## config.mk

```make
export PLATFORM = sky130hd
export DESIGN_NAME = esp32_boot_sequencer
export DESIGN_NICKNAME = d
export VERILOG_FILES = /design/src/rtl/esp32_boot_sequencer.sv
export SDC_FILE = /design/constraint.sdc
export NUM_CORES = 1
export LEC_CHECK = 0
export ABC_AREA = 1
export CORE_ASPECT_RATIO = 1.5
export CORE_MARGIN = 1
export CORE_UTILIZATION = 30
export DETAILED_ROUTE_END_ITERATION = 16
export DONT_BUFFER_PORTS = 1
export MAX_ROUTING_LAYER = met4
export PLACE_DENSITY = 0.46
export SLEW_MARGIN = 25
export SYNTH_ARGS = -nofsm -noshare
export SYNTH_HDL_FRONTEND = slang
export SYNTH_SLANG_ARGS = --single-unit
```

## constraint.sdc

```tcl
create_clock -name clk_25mhz -period 1.5 [get_ports clk_25mhz]
set_input_delay 0.45 -clock clk_25mhz [delete_from_list [all_inputs] [get_ports clk_25mhz]]
set_output_delay 0.45 -clock clk_25mhz [all_outputs]
set_load 0.005 [all_outputs]
```

## src/rtl/esp32_boot_sequencer.sv

```systemverilog
// Owns the ESP32 EN and boot-strap pins, arbitrating between host modem-line
// auto-reset (DTR/RTS) and internal timed reset commands into run or download mode.
module esp32_boot_sequencer #(
    parameter int C_en_low_cycles        = 2500,
    parameter int C_strap_hold_cycles    = 25000,
    parameter int C_prog_release_timeout = 26,
    parameter int C_cnt_bits             = 16
) (
    input  logic       clk_25mhz,
    input  logic       reset,
    input  logic       ftdi_ndtr,
    input  logic       ftdi_nrts,
    input  logic       cmd_valid,
    output logic       cmd_ready,
    input  logic       cmd_download,
    input  logic       cmd_hold,
    output logic       esp_en,
    output logic       strap_oe,
    output logic       strap_gpio0,
    output logic       strap_gpio2,
    output logic       busy,
    output logic [2:0] state_dbg
);

    localparam int TO_W = C_prog_release_timeout + 1;
    localparam logic [C_cnt_bits-1:0] EN_LAST    = C_cnt_bits'(C_en_low_cycles - 1);
    localparam logic [C_cnt_bits-1:0] STRAP_LAST = C_cnt_bits'(C_strap_hold_cycles - 1);

    typedef enum logic [1:0] {
        IDLE  = 2'd0,
        HOST  = 2'd1,
        RST   = 2'd2,
        STRAP = 2'd3
    } state_t;

    state_t                state, state_nxt;
    logic [1:0]            pins_p0, pins_p1, pair_prev;
    logic                  hold_p0, hold_p1;
    logic [C_cnt_bits-1:0] cnt, cnt_nxt;
    logic [TO_W-1:0]       to_cnt;
    logic                  mode_q, mode_nxt;
    logic                  en_q, io0_q, oe_q;
    logic                  en_nxt, io0_nxt, oe_nxt;
    logic                  pair_chg, host_edge, hold_fall, cmd_take;

    // {ndtr,nrts} -> {EN,IO0}: 10 holds EN low, 01 pulls IO0 low, 11/00 release both
    function automatic logic [1:0] host_decode(input logic [1:0] pair);
        case (pair)
            2'b10:   host_decode = 2'b01;
            2'b01:   host_decode = 2'b10;
            default: host_decode = 2'b11;
        endcase
    endfunction

    function automatic logic [TO_W-1:0] sat_inc(input logic [TO_W-1:0] v);
        sat_inc = v[TO_W-1] ? v : v + 1'b1;
    endfunction

    assign pair_chg  = (pins_p1 != pair_prev);
    assign host_edge = pair_chg && ((pins_p1 == 2'b10) || (pins_p1 == 2'b01));
    assign hold_fall = hold_p1 & ~hold_p0;
    assign cmd_ready = ~reset & (state == IDLE) & ~cmd_hold & ~host_edge;
    assign cmd_take  = cmd_valid & cmd_ready;

    always_comb begin
        state_nxt = state;
        cnt_nxt   = cnt;
        mode_nxt  = mode_q;
        en_nxt    = 1'b1;
        io0_nxt   = 1'b1;
        oe_nxt    = 1'b0;
        case (state)
            IDLE: begin
                if (host_edge) begin
                    state_nxt = HOST;
                end else if (cmd_take) begin
                    state_nxt = RST;
                    cnt_nxt   = '0;
                    mode_nxt  = cmd_download;
                end else if (hold_fall) begin
                    state_nxt = RST;
                    cnt_nxt   = '0;
                    mode_nxt  = 1'b0;
                end
            end
            HOST: begin
                if (!pair_chg && to_cnt[TO_W-1]) state_nxt = IDLE;
            end
            RST: begin
                if (host_edge) begin
                    state_nxt = HOST;
                end else if (cnt == EN_LAST) begin
                    state_nxt = STRAP;
                    cnt_nxt   = '0;
                end else begin
                    cnt_nxt = cnt + 1'b1;
                end
            end
            STRAP: begin
                if (host_edge) begin
                    state_nxt = HOST;
                end else if (cnt == STRAP_LAST) begin
                    state_nxt = IDLE;
                end else begin
                    cnt_nxt = cnt + 1'b1;
                end
            end
            default: state_nxt = IDLE;
        endcase

        // Pin values are registered from the state being entered
        case (state_nxt)
            HOST: begin
                {en_nxt, io0_nxt} = host_decode(pins_p1);
                oe_nxt            = 1'b1;
            end
            RST: begin
                en_nxt  = 1'b0;
                io0_nxt = ~mode_nxt;
                oe_nxt  = 1'b1;
            end
            STRAP: begin
                io0_nxt = ~mode_nxt;
                oe_nxt  = 1'b1;
            end
            default: ;
        endcase
    end

    always_ff @(posedge clk_25mhz) begin
        if (reset) begin
            pins_p0   <= 2'b11;
            pins_p1   <= 2'b11;
            pair_prev <= 2'b11;
            hold_p0   <= 1'b0;
            hold_p1   <= 1'b0;
            state     <= IDLE;
            cnt       <= '0;
            to_cnt    <= '1;
            mode_q    <= 1'b0;
            en_q      <= 1'b1;
            io0_q     <= 1'b1;
            oe_q      <= 1'b0;
        end else begin
            pins_p0   <= {ftdi_ndtr, ftdi_nrts};
            pins_p1   <= pins_p0;
            pair_prev <= pins_p1;
            hold_p0   <= cmd_hold;
            hold_p1   <= hold_p0;
            state     <= state_nxt;
            cnt       <= cnt_nxt;
            to_cnt    <= pair_chg ? '0 : sat_inc(to_cnt);
            mode_q    <= mode_nxt;
            en_q      <= en_nxt;
            io0_q     <= io0_nxt;
            oe_q      <= oe_nxt;
        end
    end

    // The hold button overrides EN regardless of state, one register late
    assign esp_en      = en_q & ~hold_p0;
    assign strap_oe    = oe_q;
    assign strap_gpio0 = io0_q;
    assign strap_gpio2 = io0_q;
    assign busy        = (state != IDLE);
    assign state_dbg   = {1'b0, state};

endmodule

```

## Yosys cells after proc, flatten, opt, wreduce, memory -nomap -nowiden

Index checks and enable logic that the tools add are counted.

| word-level totals | value |
|---|---|
| output and inout bits | 9 |
| input bits | 7 |
| flip-flop bits (word level) | 57 |
| word-level logic and storage cells | 80 |

| cells by class | value |
|---|---|
| bitwise gates (word level) | 11 |
| reductions and logical operators | 10 |
| add/sub/neg operators | 2 |
| muxes and demuxes | 27 |
| equal/unequal tests | 17 |

Operators with widths:

| operator | count |
|---|---|
| 2-to-1 mux 16 bit | 7 |
| 2-to-1 mux 27 bit | 2 |
| one-hot mux 16 bit (3 select lines) | 1 |
| adder 27 x 1 -> 27 bit, second input constant | 1 |
| adder 16 x 1 -> 16 bit, second input constant | 1 |
| equality test 16 x 12 -> 1 bit, second input constant | 1 |
| equality test 16 x 15 -> 1 bit, second input constant | 1 |
| 2-to-1 mux 2 bit | 8 |
| equality test 2 bit, second input constant | 5 |
| inequality test 2 bit, second input constant | 4 |
| one-hot mux 2 bit (4 select lines) | 1 |
| bitwise AND 1 bit | 6 |
| equality test 2 x 1 -> 1 bit, second input constant | 3 |
| AND reduction 6 bit | 1 |
| 2-to-1 mux 1 bit | 5 |
| inverter 1 bit | 5 |
| one-hot mux 1 bit (2 select lines) | 2 |
| one-hot mux 2 bit (2 select lines) | 1 |
| inequality test 3 bit, second input constant | 1 |
| nonzero test 3 bit | 1 |
| OR reduction 3 bit | 1 |
| logical AND 1 bit | 2 |
| logical NOT 2 bit | 1 |
| inequality test 2 x 1 -> 1 bit, second input constant | 1 |
| 5 further kinds | 5 |

## Longest topological paths before layout

| logic depth | value |
|---|---|
| depth after elaboration | 12 |
| gate-level depth with buffers | 14 |
| gate-level depth less buffers | 13 |

## Least setup slack after synthesis

Ideal clock, no wire load.

| path | value |
|---|---|
| kind | reg-to-reg |
| start point | register cnt[0] |
| end point | register io0_q (netlist: strap_gpio0) |
| stages on the path, launching flop included | 14 |
| buffers on the path | 1 |
| required time | 1.386 ns |
| clock period less this slack | 1.598 ns |
| data arrival time | 1.484 ns |
| library setup time | 0.114 ns |
| path slack | -0.098 ns |
| path through | dfxtp_1 > ha_1 > nand2_2 > clkinv_1 > nand2_1 > nor2_2 > nand3_1 > nand2_2 > nand2_2 > nand2_2 > buf_4 > nand2_1 > nor2_1 > nor2_1 |

| on the way | value |
|---|---|
| longest elaborated chain between the ends | 7 |
| elaborated cells between the ends (all ways) | 12 |
| those cells by class | eq/ne (5); mux (6); reduce/logical (1) |

Ends and longest elaborated chain:

| element | line | RTL |
|---|---|---|
| start, declared | 39 | `logic [C_cnt_bits-1:0] cnt, cnt_nxt;` |
| start signal, assigned | 151 | `cnt <= cnt_nxt;` |
| equality test 16 x 15 -> 1 bit or equality test 16 x 12 -> 1 bit (tied branches) | 102, 92 |  |
| 2-to-1 mux 2 bit (on tied branches) | 102, 92 |  |
| 2-to-1 mux 2 bit (on tied branches) | 100, 90 |  |
| one-hot mux 2 bit (4 select lines) * | 72 | `case (state)` |
| equality test 2 bit | 112 | `case (state_nxt)` |
| OR reduction 2 bit (no line) | - |  |
| one-hot mux 1 bit (2 select lines) * | 112 |  |
| end signal, assigned | 155 | `io0_q <= io0_nxt;` |
| end, declared | 42 | `logic en_q, io0_q, oe_q;` |

Mark *: on every way between the ends. The rest lies on a longest branch, timed or not.
A chain may end at the register's enable or synchronous reset.

## Final worst setup path

| path | value |
|---|---|
| start point | register pins_p1[0] |
| end point | output cmd_ready |

| on the way | value |
|---|---|
| longest elaborated chain between the ends | 5 |
| elaborated cells between the ends (all ways) | 7 |
| those cells by class | eq/ne (3); bitwise (2); reduce/logical (2) |

Ends and longest elaborated chain:

| element | line | RTL |
|---|---|---|
| start, declared | 37 | `logic [1:0] pins_p0, pins_p1, pair_prev;` |
| start signal, assigned | 146 | `pins_p1 <= pins_p0;` |
| equality test 2 bit or equality test 2 x 1 -> 1 bit (tied branches) | 60 | `assign host_edge = pair_chg && ((pins_p1 == 2'b10) \|\| (pins_p1 == 2'b01));` |
| logical OR 1 bit | 60 |  |
| logical AND 1 bit * | 60 |  |
| inverter 1 bit * | 62 | `assign cmd_ready = ~reset & (state == IDLE) & ~cmd_hold & ~host_edge;` |
| bitwise AND 1 bit * | 62 |  |
| end, declared | 14 | `output logic cmd_ready,` |

Marks and branches as above.

==> results.ini <==
[die]
die_area_mm2=0.01133
die_w_um=87.24
coreArea_mm2=0.01059
core.rowCount=46
die_h_um=129.9
start_util=0.3087
io_pins=16

[place]
hpwl_mm=7.769
io_buffer_count=0
gp_congestion=0.9264
dp.cells=749

[finish]
fin_nets=638
drive_gt1_frac=0.4335
fillCellCount=1116
diodes=0
fin_util=0.4927
finalNonFillerCells=776
area_delta_synth_final_pct=59.59

[synth]
syn_nets=525
ys_types=33
synth.area.top_cells=dfxtp_1 (35%), nand2_1 (17%), nand3_1 (8.0%)
yosysSeqAreaShare=0.3490
synth_edf_count=0
ys_ff_latch=57
synth-async-reset-ratio=0
netlist_top_cells_count=nand2_1 (148), nor2_1 (58), dfxtp_1 (57)
synth_cells=514
yosysWarnings=0
synth_flop_cell=dfxtp_1
synth_area_per_cell_um2=6.361
synth.most_common_cell=nand2_1
synth_area_mm2=0.003269
synth_top_cell_by_area=dfxtp_1
synth_top_area_share=0.3490

[sta]
finalHoldViolations=0
fin_crit_ns=1.673
fin_ws_ns=-0.1726
drv_slew=0
finalCritPeriodShare=1.115
max_freq_ghz=0.5979
finClkSkew_ns=0.006016
final-setup-viol-count=20
grt_setup_unrepaired=true

[critical_path]
worstPathArrival_ns=1.22
cp-start-kind=flop
endpoint_kind=output port
path_class=reg -> out
required_ns=1.05
cp_max_fo=4

[grt]
antenna_found_initial=0
grt.total_usage=0.2095
grt_pass1_wl_mm=17.34
overflow=0
grt_max_degree=32
grt_pass1_vias=3668

[drt]
wirelength_mm=10.79
initialDrtViolationCount=78
drc=0
vias=3713
drtPass1Iterations=4
via_per_inst=4.785
ant_nets=0
wire_per_inst_um=13.90

[cts]
cts.sinks=57
h-tree-depth=3
cts_max_path_buffers=2
clk_pin_slew_ns=0.05
clock_tree.root_cell=clkbuf_16
numCtsBuffers=9
clock_latency_ns=0.33
tritoncts=done

[status]
status=finished with violations
violations=negative setup slack

[flow_run]
drv_cap=0

[power_and_ir_drop]
power_density_mw_per_mm2=1085
irDropWorstVdd_mv=0.5519
power.leakage_nw=2.350

[min_path]
min_path_type=in -> reg

==> worst max-delay path: stages (launching register included) <==
cell     delay [ns]
dfxtp_2        0.32
inv_2          0.05
ha_4           0.25
inv_2          0.04
nand2_4        0.07
and2_4         0.16
==> stage by stage <==
step	hold WS (ns)	setup TNS, ns	power, mW	setup slack (ns)	area, µm²
6_report	0.1745	-1.680	5.661	-0.1726	5218
4_1_cts	0.1659	-1.710	5.477	-0.1721	4877
2_1_floorplan	0.3895	-0.02365	2.512	-0.01445	3284
3_5_place_dp	0.4214	-2.937	3.204	-0.1843	4239
5_1_grt	0.1626	-3.829	5.968	-0.2296	5218
3_3_place_gp	0.4263	-2.555	3.195	-0.1427	4239
==> worst paths after layout <==
path | end | cells past startpoint | slack [ns] | from
max | cmd_ready | 5 | -0.17 | pins_p1[0]
min | cnt[4] | 1 | 0.17 | reset
max reg2reg | cnt[5] | 12 | -0.12 | cnt[0]
min reg2reg | pins_p1[1] | 1 | 0.43 | pins_p0[1]
==> area by class of cell <==
class | instances | area, µm² | share of cell area
clock buffers | 13 | 260.3 | 0.04988
clock inverters | 3 | 15.01 | 0.002878
inverters | 57 | 216.5 | 0.04149
multi-input cells | 386 | 2391 | 0.4583
flip-flops and latches | 57 | 1171 | 0.2245
well taps | 144 | 180.2 | 0.03453
repair buffers | 116 | 983.4 | 0.1885
==> timing repair <==
item / 4_1_cts / 5_1_grt
resized for setup: 83 / 98
buffers inserted: 5 / 6
gates cloned: 1 / 0
pin swaps: 33 / 29
endpoints found under the setup margin: 29 / 42
hold buffers: 0 / 0
==> power breakdown <==
group | internal [mW] | switching, mW
Sequential | 1.67 | 0.104
Combinational | 0.905 | 1.08
Clock | 1.20 | 0.705
Total | 3.77 | 1.89
==> sequential cells by signal (all words and copies together), names as in the netlist <==
| signal | count |
|---|---|
| to_cnt | 27 |
| mode_q | 1 |
| pins_p1 | 2 |
| strap_gpio0 | 1 |
| state | 2 |
| hold_p0 | 1 |
| pins_p0 | 2 |
| strap_oe | 1 |
| en_q | 1 |
| hold_p1 | 1 |
| cnt | 16 |
| pair_prev | 2 |
==> layout by cell type, fill, tap and decap left out, drive strengths merged, types with 13 or more instances in the layout <==
| master | Yosys | final |
|---|---|---|
| nand2 | 156 | 157 |
| buf | 9 | 116 |
| nor2 | 61 | 61 |
| dfxtp | 57 | 57 |
| inv | 55 | 56 |
| nand3 | 52 | 52 |
| a21oi | 33 | 33 |
| o21ai | 21 | 21 |
| nand4 | 15 | 15 |
| clkbuf | 6 | 13 |
| nor3 | 13 | 13 |
==> cell families (layout without fill, tap and decap cells) <==
| kind of cell | count (synthesis) | after routing | synth area share |
|---|---|---|---|
| buffers and inverters | 72 | 189 | 0.09108 |
| XOR/XNOR | 6 | 6 | 0.01607 |
| AND/OR/NAND/NOR | 305 | 306 | 0.4095 |
| other | 1 | 1 | 0.001147 |
| AO/OA/AOI/OAI | 69 | 69 | 0.1179 |
| flip-flops | 57 | 57 | 0.3490 |
| adder cells (fa/ha/maj) | 4 | 4 | 0.01531 |
==> routing by layer <==
layer  wire (µm)  global-route usage
met2        6291              0.4053
met1        3844              0.1939
met3         238             0.04428
met5           0                   -
met4         412             0.09257
Note: power is estimated with default switching activity, not from simulation.
